===== src/rtl/ifetch_queue_pkg.sv =====
// Shared pipeline definitions for the instruction-fetch front end.
//   INSTR_W / ADDR_W / PC_STEP : instruction width, address width, sequential PC increment
//   fetch_entry_t              : one queued instruction together with its fetch address
//   fetch_state_e              : whether a memory response is due in the current cycle
//   align_pc()                 : forces a redirect address onto a 4-byte boundary
package ifetch_queue_pkg;

  localparam int unsigned INSTR_W = 32;
  localparam int unsigned ADDR_W  = 64;
  localparam int unsigned PC_STEP = 4;
  localparam int unsigned ENTRY_W = ADDR_W + INSTR_W;

  typedef struct packed {
    logic [ADDR_W-1:0]  pc;
    logic [INSTR_W-1:0] instr;
  } fetch_entry_t;

  typedef enum logic {
    FETCH_IDLE = 1'b0,
    FETCH_WAIT = 1'b1
  } fetch_state_e;

  function automatic logic [ADDR_W-1:0] align_pc(input logic [ADDR_W-1:0] addr);
    return {addr[ADDR_W-1:2], 2'b00};
  endfunction

endpackage


===== src/rtl/ifetch_queue_fetch_fifo.sv =====
// fetch_fifo: synchronous FIFO holding fetched {pc, instr} entries.
//   clk, reset : clock and synchronous active-high reset
//   flush      : drops every entry (takes priority over push/pop)
//   push/wdata : write one entry at the tail (ignored when full)
//   pop        : retire the head entry (ignored when empty)
//   rdata      : head entry, all zeros while empty
//   full/empty : occupancy flags; count : number of valid entries
module fetch_fifo
  import ifetch_queue_pkg::*;
#(
  parameter int unsigned WIDTH = ENTRY_W,
  parameter int unsigned DEPTH = 4
) (
  input  logic                     clk,
  input  logic                     reset,
  input  logic                     flush,
  input  logic                     push,
  input  logic                     pop,
  input  logic [WIDTH-1:0]         wdata,
  output logic [WIDTH-1:0]         rdata,
  output logic                     full,
  output logic                     empty,
  output logic [$clog2(DEPTH):0]   count
);

  localparam int unsigned AW = $clog2(DEPTH);

  logic [WIDTH-1:0] mem [DEPTH];
  logic [AW-1:0]    wptr;
  logic [AW-1:0]    rptr;
  logic             do_push;
  logic             do_pop;

  assign full    = (count == (AW+1)'(DEPTH));
  assign empty   = (count == '0);
  assign do_push = push & ~full;
  assign do_pop  = pop & ~empty;
  assign rdata   = empty ? '0 : mem[rptr];

  // DEPTH is a power of two, so the pointers wrap naturally at AW bits.
  always_ff @(posedge clk) begin
    if (reset || flush) begin
      wptr  <= '0;
      rptr  <= '0;
      count <= '0;
    end else begin
      if (do_push) wptr <= wptr + AW'(1);
      if (do_pop)  rptr <= rptr + AW'(1);
      case ({do_push, do_pop})
        2'b10:   count <= count + (AW+1)'(1);
        2'b01:   count <= count - (AW+1)'(1);
        default: count <= count;
      endcase
    end
  end

  // Storage needs no reset: entries are only visible through count.
  always_ff @(posedge clk) begin
    if (do_push && !flush && !reset) mem[wptr] <= wdata;
  end

endmodule


===== src/rtl/ifetch_queue.sv =====
// ifetch_queue: sequential instruction fetcher feeding a small decode queue.
//   clk, reset        : clock and synchronous active-high reset
//   imem_req/addr     : fetch request and byte address to instruction memory
//   imem_rdata        : instruction word, returned one cycle after its request
//   branch_taken/target : redirect strobe and new fetch address; flushes the queue
//   out_valid/ready   : head handshake towards decode
//   out_instr/out_pc  : head instruction and its address (zero when empty)
// Parameters: PC_RESET (first fetch address), DEPTH (queue entries, power of two 2..8).
module ifetch_queue
  import ifetch_queue_pkg::*;
#(
  parameter logic [ADDR_W-1:0] PC_RESET = 64'h0000_0000_0000_0000,
  parameter int unsigned       DEPTH    = 4
) (
  input  logic               clk,
  input  logic               reset,
  output logic               imem_req,
  output logic [ADDR_W-1:0]  imem_addr,
  input  logic [INSTR_W-1:0] imem_rdata,
  input  logic               branch_taken,
  input  logic [ADDR_W-1:0]  branch_target,
  output logic               out_valid,
  input  logic               out_ready,
  output logic [INSTR_W-1:0] out_instr,
  output logic [ADDR_W-1:0]  out_pc
);

  // Wide enough for count + inflight and DEPTH + pop without overflow.
  localparam int unsigned CW = $clog2(DEPTH) + 2;

  fetch_state_e            state_q, state_d;
  logic [ADDR_W-1:0]       pc_q, pc_d;
  logic [ADDR_W-1:0]       req_pc_q;

  logic                    fifo_full;
  logic                    fifo_empty;
  logic [$clog2(DEPTH):0]  fifo_count;
  fetch_entry_t            push_entry;
  fetch_entry_t            head_entry;

  logic                    push;
  logic                    pop;
  logic                    flush;
  logic [CW-1:0]           occupancy;
  logic [CW-1:0]           limit;

  fetch_fifo #(
    .WIDTH (ENTRY_W),
    .DEPTH (DEPTH)
  ) u_fifo (
    .clk   (clk),
    .reset (reset),
    .flush (flush),
    .push  (push),
    .pop   (pop),
    .wdata (push_entry),
    .rdata (head_entry),
    .full  (fifo_full),
    .empty (fifo_empty),
    .count (fifo_count)
  );

  assign imem_addr = pc_q;
  assign out_valid = ~reset & ~fifo_empty;
  assign out_instr = out_valid ? head_entry.instr : '0;
  assign out_pc    = out_valid ? head_entry.pc    : '0;
  assign pop       = out_valid & out_ready;
  assign flush     = branch_taken;

  // The response always lands exactly one cycle after the request, so the
  // entry is formed from the address latched at request time.
  assign push_entry.pc    = req_pc_q;
  assign push_entry.instr = imem_rdata;

  // A redirect in the response cycle discards the response.
  assign push = (state_q == FETCH_WAIT) & ~branch_taken & ~reset & ~fifo_full;

  // Request only if the reply is guaranteed a slot: entries held plus the
  // one still in flight, less the one leaving this cycle, must stay below DEPTH.
  always_comb begin
    occupancy = CW'(fifo_count) + CW'(state_q == FETCH_WAIT);
    limit     = CW'(DEPTH) + CW'(pop);
    imem_req  = ~reset & ~branch_taken & (occupancy < limit);
  end

  always_comb begin
    state_d = imem_req ? FETCH_WAIT : FETCH_IDLE;
    pc_d    = pc_q;
    if (branch_taken) begin
      pc_d = align_pc(branch_target);
    end else if (imem_req) begin
      pc_d = pc_q + ADDR_W'(PC_STEP);
    end
  end

  always_ff @(posedge clk) begin
    if (reset) begin
      state_q  <= FETCH_IDLE;
      pc_q     <= PC_RESET;
      req_pc_q <= '0;
    end else begin
      state_q <= state_d;
      pc_q    <= pc_d;
      if (imem_req) req_pc_q <= pc_q;
    end
  end

endmodule

===== config.mk =====
export PLATFORM = sky130hd
export DESIGN_NAME = ifetch_queue
export DESIGN_NICKNAME = d
export VERILOG_FILES = /design/src/rtl/ifetch_queue_pkg.sv /design/src/rtl/ifetch_queue_fetch_fifo.sv /design/src/rtl/ifetch_queue.sv
export SDC_FILE = /design/constraint.sdc
export NUM_CORES = 1
export LEC_CHECK = 0
export ABC_AREA = 1
export CAP_MARGIN = 10
export CORE_ASPECT_RATIO = 1.2
export CORE_UTILIZATION = 45
export CTS_CLUSTER_DIAMETER = 40
export DETAILED_ROUTE_END_ITERATION = 8
export PLACE_DENSITY = 0.69
export SKIP_LAST_GASP = 1
export SLEW_MARGIN = 20
export SYNTH_ARGS = -nofsm -noshare
export SYNTH_HDL_FRONTEND = slang
export SYNTH_SLANG_ARGS = --single-unit

===== constraint.sdc =====
create_clock -name clk -period 13.85 [get_ports clk]
set_clock_uncertainty 0.05 [all_clocks]
set_input_delay 2.77 -clock clk [delete_from_list [all_inputs] [get_ports clk]]
set_output_delay 2.77 -clock clk [all_outputs]
set_load 0.005 [all_outputs]

## Word level (Yosys, flattened, before mapping)

Memories as Yosys holds them, arrays and structs flattened. A register that Yosys moved wholly into a read port is not among the register bits.
Cells that the tools add are included.

- Reduce and logical (&&, ||, !) cells: 9
- Multiplexer cells: 11
- Shifts and indexed selects: 0
- Multiply operators: 0
- $lt $le $gt $ge: 1
- $add $sub $neg: 7
- Eq/ne operators: 3
- Bitwise operators: 13
- Div/mod/pow operators: 0

Operators by type and width:

| operator | count |
|---|---|
| $mux 64 | 3 |
| $mux 96 | 1 |
| $add 64x3->64 const B | 1 |
| $mux 32 | 1 |
| $and 1x1->1 | 9 |
| $pmux 3 s2 | 1 |
| $add 2x1->2 const B | 2 |
| $add 3x1->4 | 1 |
| $add 3x1->4 const A | 1 |
| $lt 4x4->1 | 1 |
| $mux 2 | 2 |
| $not 1->1 | 4 |
| $reduce_bool 2->1 | 2 |
| $add 3x1->3 const B | 1 |
| $eq 3x3->1 const B | 1 |
| $logic_not 3->1 | 1 |
| $mux 1 | 3 |
| $sub 3x1->3 const B | 1 |
| $eq 2x1->1 const B | 1 |
| $eq 2x2->1 const B | 1 |
| $logic_and 1x1->1 | 2 |
| $logic_not 1->1 | 2 |
| $reduce_or 2->1 | 1 |
| $logic_or 1x1->1 | 1 |

- Memories kept: 1
- Output and inout port bits: 162
- Memory bits (read-only): 0
- Word-level logic and storage cells: 52
- Input port bits: 100
- Bits in registers: 136
- Latch bits: 0
- Memory bits (writable): 384

Memory list:

| name | words | width | rd ports | clocked after memory_dff | wr ports | line | RTL |
|---|---|---|---|---|---|---|---|
| u_fifo.mem | 4 | 96 | 1 | 1 | 1 | ifetch_queue_fetch_fifo.sv:28 | `logic [WIDTH-1:0] mem [DEPTH];` |

## Depth between registers and ports, before layout

Gate-level depths: netlist of run 1.

- Word-level depth: 9
- Gate-level depth with buffers: 13
- Depth with buffers taken out: 13

## Modules after synthesis

From an unflattened synthesis of run 1, not the netlist that was laid out.

- Cell total of the unflattened synthesis: 2653
- Area, all modules: 23423.7 um^2

Modules (own cells, without submodules):

| module | cells an instance | area an instance (um^2) | instances | sequential area each (um^2) |
|---|---|---|---|---|
| fetch_fifo | 1298 | 15559.9 | 1 | 11711.2 |
| ifetch_queue | 1355 | 7863.8 | 1 | 2502.4 |

## Least setup slack after synthesis of run 1

OpenSTA, ideal clock, no wires.

- Kind: input-to-reg
- Start: input port branch_taken
- End: memory u_fifo.mem[0][0] in the netlist's numbering (enable)
- Data required time: 13.253 ns
- Buffers on the path: 1
- Path slack: 6.001 ns
- Arrival time: 7.252 ns
- Cell stages on the path: 6
- Library setup time: 0.547 ns
- Cell sequence: buf_2 > nor2_4 > inv_1 > nor2_1 > inv_1 > nor2_1

- Cells in the longest elaborated chain, start to end: 9
- Elaborated cells on any way between the ends: 10
- Classes of those cells: mux: 2; bitwise: 5; reduce/logical: 3

RTL lines:

| element | line | RTL |
|---|---|---|
| start: declaration | ifetch_queue.sv:20 | `input logic branch_taken,` |
| $not 1->1 | ifetch_queue.sv:76 | `assign push = (state_q == FETCH_WAIT) & ~branch_taken & ~reset & ~fifo_full;` |
| $and 1x1->1 (3 in a row) | ifetch_queue.sv:76 |  |
| $and 1x1->1 | ifetch_queue_fetch_fifo.sv:36 | `assign do_push = push & ~full;` |
| $logic_and 1x1->1 (*) (2 in a row) | ifetch_queue_fetch_fifo.sv:59 | `if (do_push && !flush && !reset) mem[wptr] <= wdata;` |
| $mux 1 (*) | ifetch_queue_fetch_fifo.sv:59 |  |
| $mux 1 (implied by the code) (*) | ifetch_queue_fetch_fifo.sv:59 |  |
| end: declaration | ifetch_queue_fetch_fifo.sv:28 |  |

Mark *: on every way between the ends. The rest lies on a longest branch, timed or not.

## Worst setup path after layout of run 1

- Start: input port reset
- End: output port imem_req

- Cells in the longest elaborated chain, start to end: 6
- Elaborated cells on any way between the ends: 7
- Classes of those cells: add/sub: 1; order compare: 1; bitwise: 5

RTL lines:

| element | line | RTL |
|---|---|---|
| start: declaration | ifetch_queue.sv:16 | `input logic reset,` |
| $not 1->1 (*) | ifetch_queue.sv:64, ifetch_queue.sv:83 |  |
| $and 1x1->1 | ifetch_queue.sv:64 | `assign out_valid = ~reset & ~fifo_empty;` |
| $and 1x1->1 | ifetch_queue.sv:67 | `assign pop = out_valid & out_ready;` |
| $add 3x1->4 | ifetch_queue.sv:82 | `limit = CW'(DEPTH) + CW'(pop);` |
| $lt 4x4->1 | ifetch_queue.sv:83 | `imem_req = ~reset & ~branch_taken & (occupancy < limit);` |
| $and 1x1->1 (*) | ifetch_queue.sv:83 |  |
| end: declaration | ifetch_queue.sv:17 | `output logic imem_req,` |

Marked as above.

==> impl_metrics.json, run 1 <==
{
  "run_status": "finished clean",
  "relSlewSlack_pct": 29.34,
  "antenna_found_initial": 1,
  "path_max_fanout": 71,
  "min_path_type": "reg2reg",
  "die_area_um2": 49100,
  "post_drt_wl_per_cell_um": 18.95,
  "synth_top_area_share_pct": 52.04,
  "drc_errors": 0,
  "path_buf_inv": 6,
  "drive_above_1_share_pct": 6.459,
  "fin_crit_ns": 8.297,
  "nets": 2540,
  "crit_type": "in2out",
  "end_kind": "primary output",
  "grt_max_degree": 105,
  "io_pins": 262,
  "ant_nets": 0,
  "crit_arrival_ns": 5.48,
  "multiInputGateArea_um2": 6724,
  "ys.flop_type": "edfxtp_1",
  "grt_pass1_vias": 15746,
  "slowest_delay_ns": 0.59,
  "fmax_mhz": 120.5,
  "yosys-top-cells-area": "edfxtp_1 52%, dfxtp_1 12%, nor2_1 9.2%",
  "dr_total_vias": 16620,
  "place.gp.congestion": 0.9346,
  "cts_tree": "yes",
  "grt_pass1_wl_mm": 88.89,
  "path_clk_slew_ns": 0.06,
  "ys_types": 36,
  "register_area_um2": 13980,
  "peakVddDrop_uv": 81.87,
  "period_share_pct": 59.91,
  "wirelength_mm": 58.77,
  "area_growth_pct": 22.73,
  "p_per_area_nw_per_um2": 128.1,
  "crit_path_start_kind": "input port",
  "port-buffer-count": 255,
  "layout.filler_cells": 4016,
  "leakagePower_nw": 9.348,
  "htree_levels": 2,
  "slew_viol_final": 0,
  "die_x_um": 202.4,
  "yosysWarnings": 0,
  "postCtsHoldBufs": 0,
  "synthCells": 2217,
  "async_flop_share_pct": 0,
  "tns_ns": 0,
  "hold_viol": 0,
  "postCtsSetupRepairBufs": 0,
  "grt_setup_unrepaired": "no",
  "cp_cell_sequence": "buf_2 > buf_4 > inv_2 > buf_4 > nand4_1 > nand2_1 > nand2_4 > inv_4 > clkdlybuf4s50_1",
  "core_um2": 47240,
  "clk_latency_ns": 0.62,
  "cts-root-buf": "clkbuf_16",
  "critPathSlowestCell": "clkdlybuf4s50_1",
  "yosysTopAreaCell": "edfxtp_1",
  "synth-seq-area-share_pct": 64.41,
  "crit_top_cell": "buf_4",
  "drv_cap": 0,
  "post_cts_resized": 0,
  "cp_data_required_time_ns": 11.03,
  "start_util_pct": 45.92,
  "clock_sinks": 510,
  "syn_area_per_cell_um2": 9.786,
  "numCtsBuffers": 57,
  "final_core_util_pct": 56.36,
  "row_count": 87,
  "syn_area_um2": 21700,
  "worst_pin_slew_ns": 1.060,
  "die_h_um": 242.5,
  "synth.ff_latch_count": 510,
  "grt_usage_pct": 23.45,
  "grt-ovfl-total": 0,
  "drtIter0Drc": 1374,
  "drtPass1Iterations": 5,
  "hpwlAfterDp_mm": 36.87,
  "post_drt_via_cell_ratio": 5.360,
  "finalSetupViolCount": 0,
  "cp_top_family": "buffers and inverters",
  "synth_edf_count": 376,
  "cts_max_path_buffers": 3
}
worst paths after layout:
kind,from,slack (ns),end,depth (start not counted)
worst min register to register,req_pc_q[48]$_SDFFE_PP0P_,0.44,u_fifo.mem[3][80]$_DFFE_PP_,0
worst max register to register,u_fifo.count[0]$_SDFFE_PN0P_,10.52,imem_addr[29]$_SDFFE_PP0P_,12
worst min-delay path,req_pc_q[48]$_SDFFE_PP0P_,0.44,u_fifo.mem[3][80]$_DFFE_PP_,0
worst max-delay path,reset,5.55,imem_req,9
cell usage in the layout (no fill, tap or decap), types with 3 or more instances in the layout:
master / count
clkinv_8: 3
bufinv_16: 6
o21ai_0: 278
clkdlybuf4s50_1: 253
inv_1: 122
a31oi_1: 9
buf_4: 18
nand2_4: 5
inv_8: 6
nand3_1: 63
o21ai_1: 28
clkinv_2: 5
nor2_1: 527
xnor2_1: 5
clkbuf_16: 58
clkbuf_1: 6
ha_1: 8
a21oi_1: 190
o211ai_1: 4
nand4_1: 17
clkinvlp_4: 4
nand2_1: 249
dfxtp_1: 132
clkinv_1: 9
a22oi_1: 5
edfxtp_1: 376
inv_2: 6
conb_1: 4
inv_6: 5
nor2_4: 10
xor2_1: 24
nor2_2: 8
nand2_2: 11
through the flow:
| stage | instances | worst slack [ns] | total power [W] | instance area, um2 | hold WS [ns] |
|---|---|---|---|---|---|
| after floorplan | 2220 | 6.001 | 0.001807 | 21710 | 0.4049 |
| final | 3101 | 5.553 | 0.003410 | 26630 | 0.4445 |
| after detailed placement | 2995 | 5.551 | 0.001902 | 24670 | 0.4294 |
| after CTS | 3100 | 5.548 | 0.003438 | 26630 | 0.4487 |
| after global placement | 2995 | 5.534 | 0.001897 | 24670 | 0.4160 |
| after global routing | 3100 | 5.325 | 0.003516 | 26630 | 0.4697 |
final cells by class:
cell class	instances	share of cell area, %
clock buffer	66	5.639
clock inverter	39	1.701
timing repair buffer	274	10.10
tap	623	2.927
inverter	131	1.870
antenna	1	0.009398
sequential	510	52.50
multi-input combinational	1457	25.25
metal layers:
metal,GRT usage (%),up-vias,part of all wire (%)
met1,30.97,7928,43
met5,0,-,0
met2,37.73,607,47
met4,11.08,0,4.5
met3,3.699,124,5.9
li1,-,7961,-
flip-flops by register name, indices dropped and copies added, names as in the netlist, named ones only:
register      flops
imem_addr        62
req_pc_q         62
state_q           1
u_fifo.count      3
u_fifo.mem      376
u_fifo.rptr       2
u_fifo.wptr       2
Yosys cell counts, types with 17 or more instances:
library cell,count
o21ai_0,278
edfxtp_1,376
buf_1,19
nor2_1,531
nand2_1,250
dfxtp_1,134
clkbuf_1,65
nand4_1,17
xor2_1,24
nand3_1,63
o21ai_1,28
a21oi_1,190
inv_1,123
buf_2,24
report_power, final:
part           switching, W  total (W)  leakage, nW  internal, W
clock network      0.000632    0.00154        0.945     0.000905
registers         0.0000410    0.00171         4.56      0.00167
logic             0.0000864   0.000161         3.84    0.0000751
logic make-up after synthesis:
kind of cell / after synthesis / synth area share [%]
compound gates: 517 / 12.12
xor+xnor: 29 / 1.171
fa+ha+maj: 9 / 0.5537
buf+inv: 253 / 4.827
flops: 510 / 64.41
other cells: 1 / 0.01728
simple gates: 898 / 16.91
(Power assumes the default switching activity.)
==> inputs of run 2 (changes only) <==
--- a/config.mk
+++ b/config.mk
@@ -11,7 +11,7 @@
 export CORE_UTILIZATION = 45
 export CTS_CLUSTER_DIAMETER = 40
 export DETAILED_ROUTE_END_ITERATION = 8
-export PLACE_DENSITY = 0.69
+export PLACE_DENSITY = 0.71
 export SKIP_LAST_GASP = 1
 export SLEW_MARGIN = 20
 export SYNTH_ARGS = -nofsm -noshare
==> constraint.sdc (replaced) <==
create_clock -name clk -period 6.9 [get_ports clk]
set_clock_uncertainty 0.05 [all_clocks]
set_input_delay 1.38 -clock clk [delete_from_list [all_inputs] [get_ports clk]]
set_output_delay 1.38 -clock clk [all_outputs]
set_load 0.005 [all_outputs]
==> run 2 against run 1 <==
Net effect: count of clock-buffer cells in the layout down 4; setup slack got worse by 3.9 ns; register-to-register slack got worse by 7.0 ns; global-route usage up 0.30 points; core utilization shrank 0.14 points; sequential power increased by 100%; cell area down 0.24%; first-iteration DRC count up 6.3%; clock power increased by 93%; critical path depth shrank 1.
==> impl_metrics.json, run 2 (synthesized netlist as in run 1, its figures left out) <==
{
  "clk_latency_ns": 0.60,
  "path_buf_inv": 5,
  "post_cts_resized": 0,
  "numCtsBuffers": 55,
  "drtIter0Drc": 1461,
  "layout.filler_cells": 4010,
  "largest_reg_flops": 376,
  "min_path_type": "reg2reg",
  "crit_type": "in2out",
  "post_drt_via_cell_ratio": 5.402,
  "antenna_found_initial": 0,
  "drive_above_1_share_pct": 6.356,
  "postCtsSetupRepairBufs": 0,
  "switchingPower_w": 0.001507,
  "worst_pin_slew_ns": 1.020,
  "core_um2": 47240,
  "leakagePower_nw": 9.308,
  "post_drt_wl_per_cell_um": 19.15,
  "layout_common_cells": "527 x nor2_1, 376 x edfxtp_1, 278 x o21ai_0",
  "crit_cells": 8,
  "cp-startpoint": "reset",
  "reg2reg_slack_ns": 3.55,
  "cts_tree": "yes",
  "ant_nets": 0,
  "grt_usage_pct": 23.74,
  "slowest_delay_ns": 0.63,
  "place.gp.congestion": 0.9026,
  "diodes": 0,
  "critPathSlowestCell": "clkdlybuf4s50_1",
  "die_x_um": 202.4,
  "cp_cell_sequence": "buf_2 > inv_2 > buf_4 > nand4_1 > nand2_1 > nand2_4 > inv_4 > clkdlybuf4s50_1",
  "post_dp_cell_area_um2": 24690,
  "finalSetupViolCount": 0,
  "grt_pass1_wl_mm": 89.85,
  "port-buffer-count": 255,
  "drtPass1Iterations": 5,
  "grt_setup_unrepaired": "no",
  "die_h_um": 242.5,
  "relSlewSlack_pct": 31.99,
  "r2r-end": "imem_addr[15]$_SDFFE_PP0P_",
  "nets": 2534,
  "p_per_area_nw_per_um2": 253.3,
  "final_common_cell": "nor2_1",
  "slew_viol_final": 0,
  "hpwlAfterDp_mm": 36.66,
  "area_growth_pct": 22.44,
  "p_seq_share_pct": 51.0,
  "drv_cap": 0,
  "crit_arrival_ns": 3.84,
  "row_count": 87,
  "pwr-share-clk_pct": 44.2,
  "pwr-share-comb_pct": 4.8,
  "dr_total_vias": 16709,
  "cp-endpoint": "imem_req",
  "cts_max_path_buffers": 3,
  "die_area_um2": 49100,
  "cp_top_family": "buffers and inverters",
  "grt-ovfl-total": 0,
  "cp_data_required_time_ns": 5.47,
  "reg2reg_from": "u_fifo.count[0]$_SDFFE_PN0P_",
  "hold_viol": 0,
  "p_int_w": 0.005223,
  "run_status": "finished clean",
  "htree_levels": 2,
  "grt_pass1_vias": 16104,
  "end_kind": "primary output",
  "power_w": 0.006730,
  "clock_sinks": 510,
  "fmax_mhz": 189.9,
  "tns_ns": 0,
  "postCtsHoldBufs": 0,
  "switching_share_pct": 22.39,
  "final_cell_area_um2": 26560,
  "peakVddDrop_uv": 183.7,
  "path_clk_slew_ns": 0.06,
  "wirelength_mm": 59.23,
  "rr_worst_depth": 12,
  "path_max_fanout": 75,
  "fin_crit_ns": 5.267,
  "regMostFlops": "u_fifo.mem",
  "grt_max_degree": 110,
  "period_share_pct": 76.33,
  "io_pins": 262,
  "drc_errors": 0,
  "cts-root-buf": "clkbuf_16",
  "crit_path_start_kind": "input port",
  "start_util_pct": 45.92
}
-- run 2: changes by cell type in the layout (fill, tap and decap cells not counted), moves of 2 or more --
cell,delta
buf_12,+4
clkbuf_1,-4
clkinv_2,+4
bufinv_16,-2
inv_8,-2
buf_4,-7
-- run 2: worst min-delay path by stage --
| stage | endpoint | depth (start not counted) | start |
|---|---|---|---|
| detailed placement | register | 1 | u_fifo.rptr[1]$_SDFFE_PN0P_ |
| global route | u_fifo.mem[3][82]$_DFFE_PP_ | 0 | req_pc_q[50]$_SDFFE_PP0P_ |
| global placement | u_fifo.mem[0][70]$_DFFE_PP_ | 0 | req_pc_q[38]$_SDFFE_PP0P_ |
| finish | u_fifo.rptr[1]$_SDFFE_PN0P_ | 1 | u_fifo.rptr[1]$_SDFFE_PN0P_ |
| CTS | u_fifo.rptr[1]$_SDFFE_PN0P_ | 1 | u_fifo.rptr[1]$_SDFFE_PN0P_ |
| floorplan | u_fifo.mem[0][37]$_DFFE_PP_ | 0 | req_pc_q[5]$_SDFFE_PP0P_ |
-- run 2: through the flow --
stage / std cells / util [%] / setup WS [ns] / hold slack (ns)
CTS: 3093 / 56.23 / 1.632 / 0.4406
detailed placement: 2991 / 52.26 / 1.632 / 0.4260
global route: 3093 / 56.23 / 1.391 / 0.4624
floorplan: 2220 / - / 0.4411 / 0.4049
finish: 3093 / 56.23 / 1.633 / 0.4376
global placement: 2991 / 52.26 / 1.632 / 0.4177
-- run 2: per-layer routing --
layer  track usage [%]  up-vias  wire [um]
met5                 0        -          0
met4             9.819        0       2249
met3             3.390      117       3849
met2             39.25      636      28210
met1             31.24     8016      24910
li1                  -     7940          -
-- run 2: area by class of cell --
cell class                      count  area [um2]  area share, %
Sequential cell                   510       13980          52.63
Multi-Input combinational cell   1457        6724          25.31
Timing Repair Buffer              270        2705          10.18
Clock buffer                       62        1475          5.553
Tap cell                          623       779.5          2.934
Inverter                          131       498.0          1.875
Clock inverter                     40       401.6          1.512
-- run 2: power by group through the flow --
stage	logic (W)	clock network, W	registers [W]
floorplan	0.000158	0	0.00347
global placement	0.000315	0	0.00349
detailed placement	0.000322	0	0.00350
CTS	0.000324	0.00302	0.00343
global route	0.000358	0.00313	0.00344
finish	0.000324	0.00297	0.00343
-- run 2: worst register-to-register path, stage by stage (launching register included) --
cell and delay, ns:
dfxtp_1 0.35, ha_1 0.21, ha_1 0.28, nor2_1 0.10, nand4_1 0.10, nand2_1 0.15
nand2_4 0.19, nand2_2 0.72, inv_1 0.68, nand2_1 0.19, o211ai_1 0.11, nand2_1 0.08
inv_1 0.04
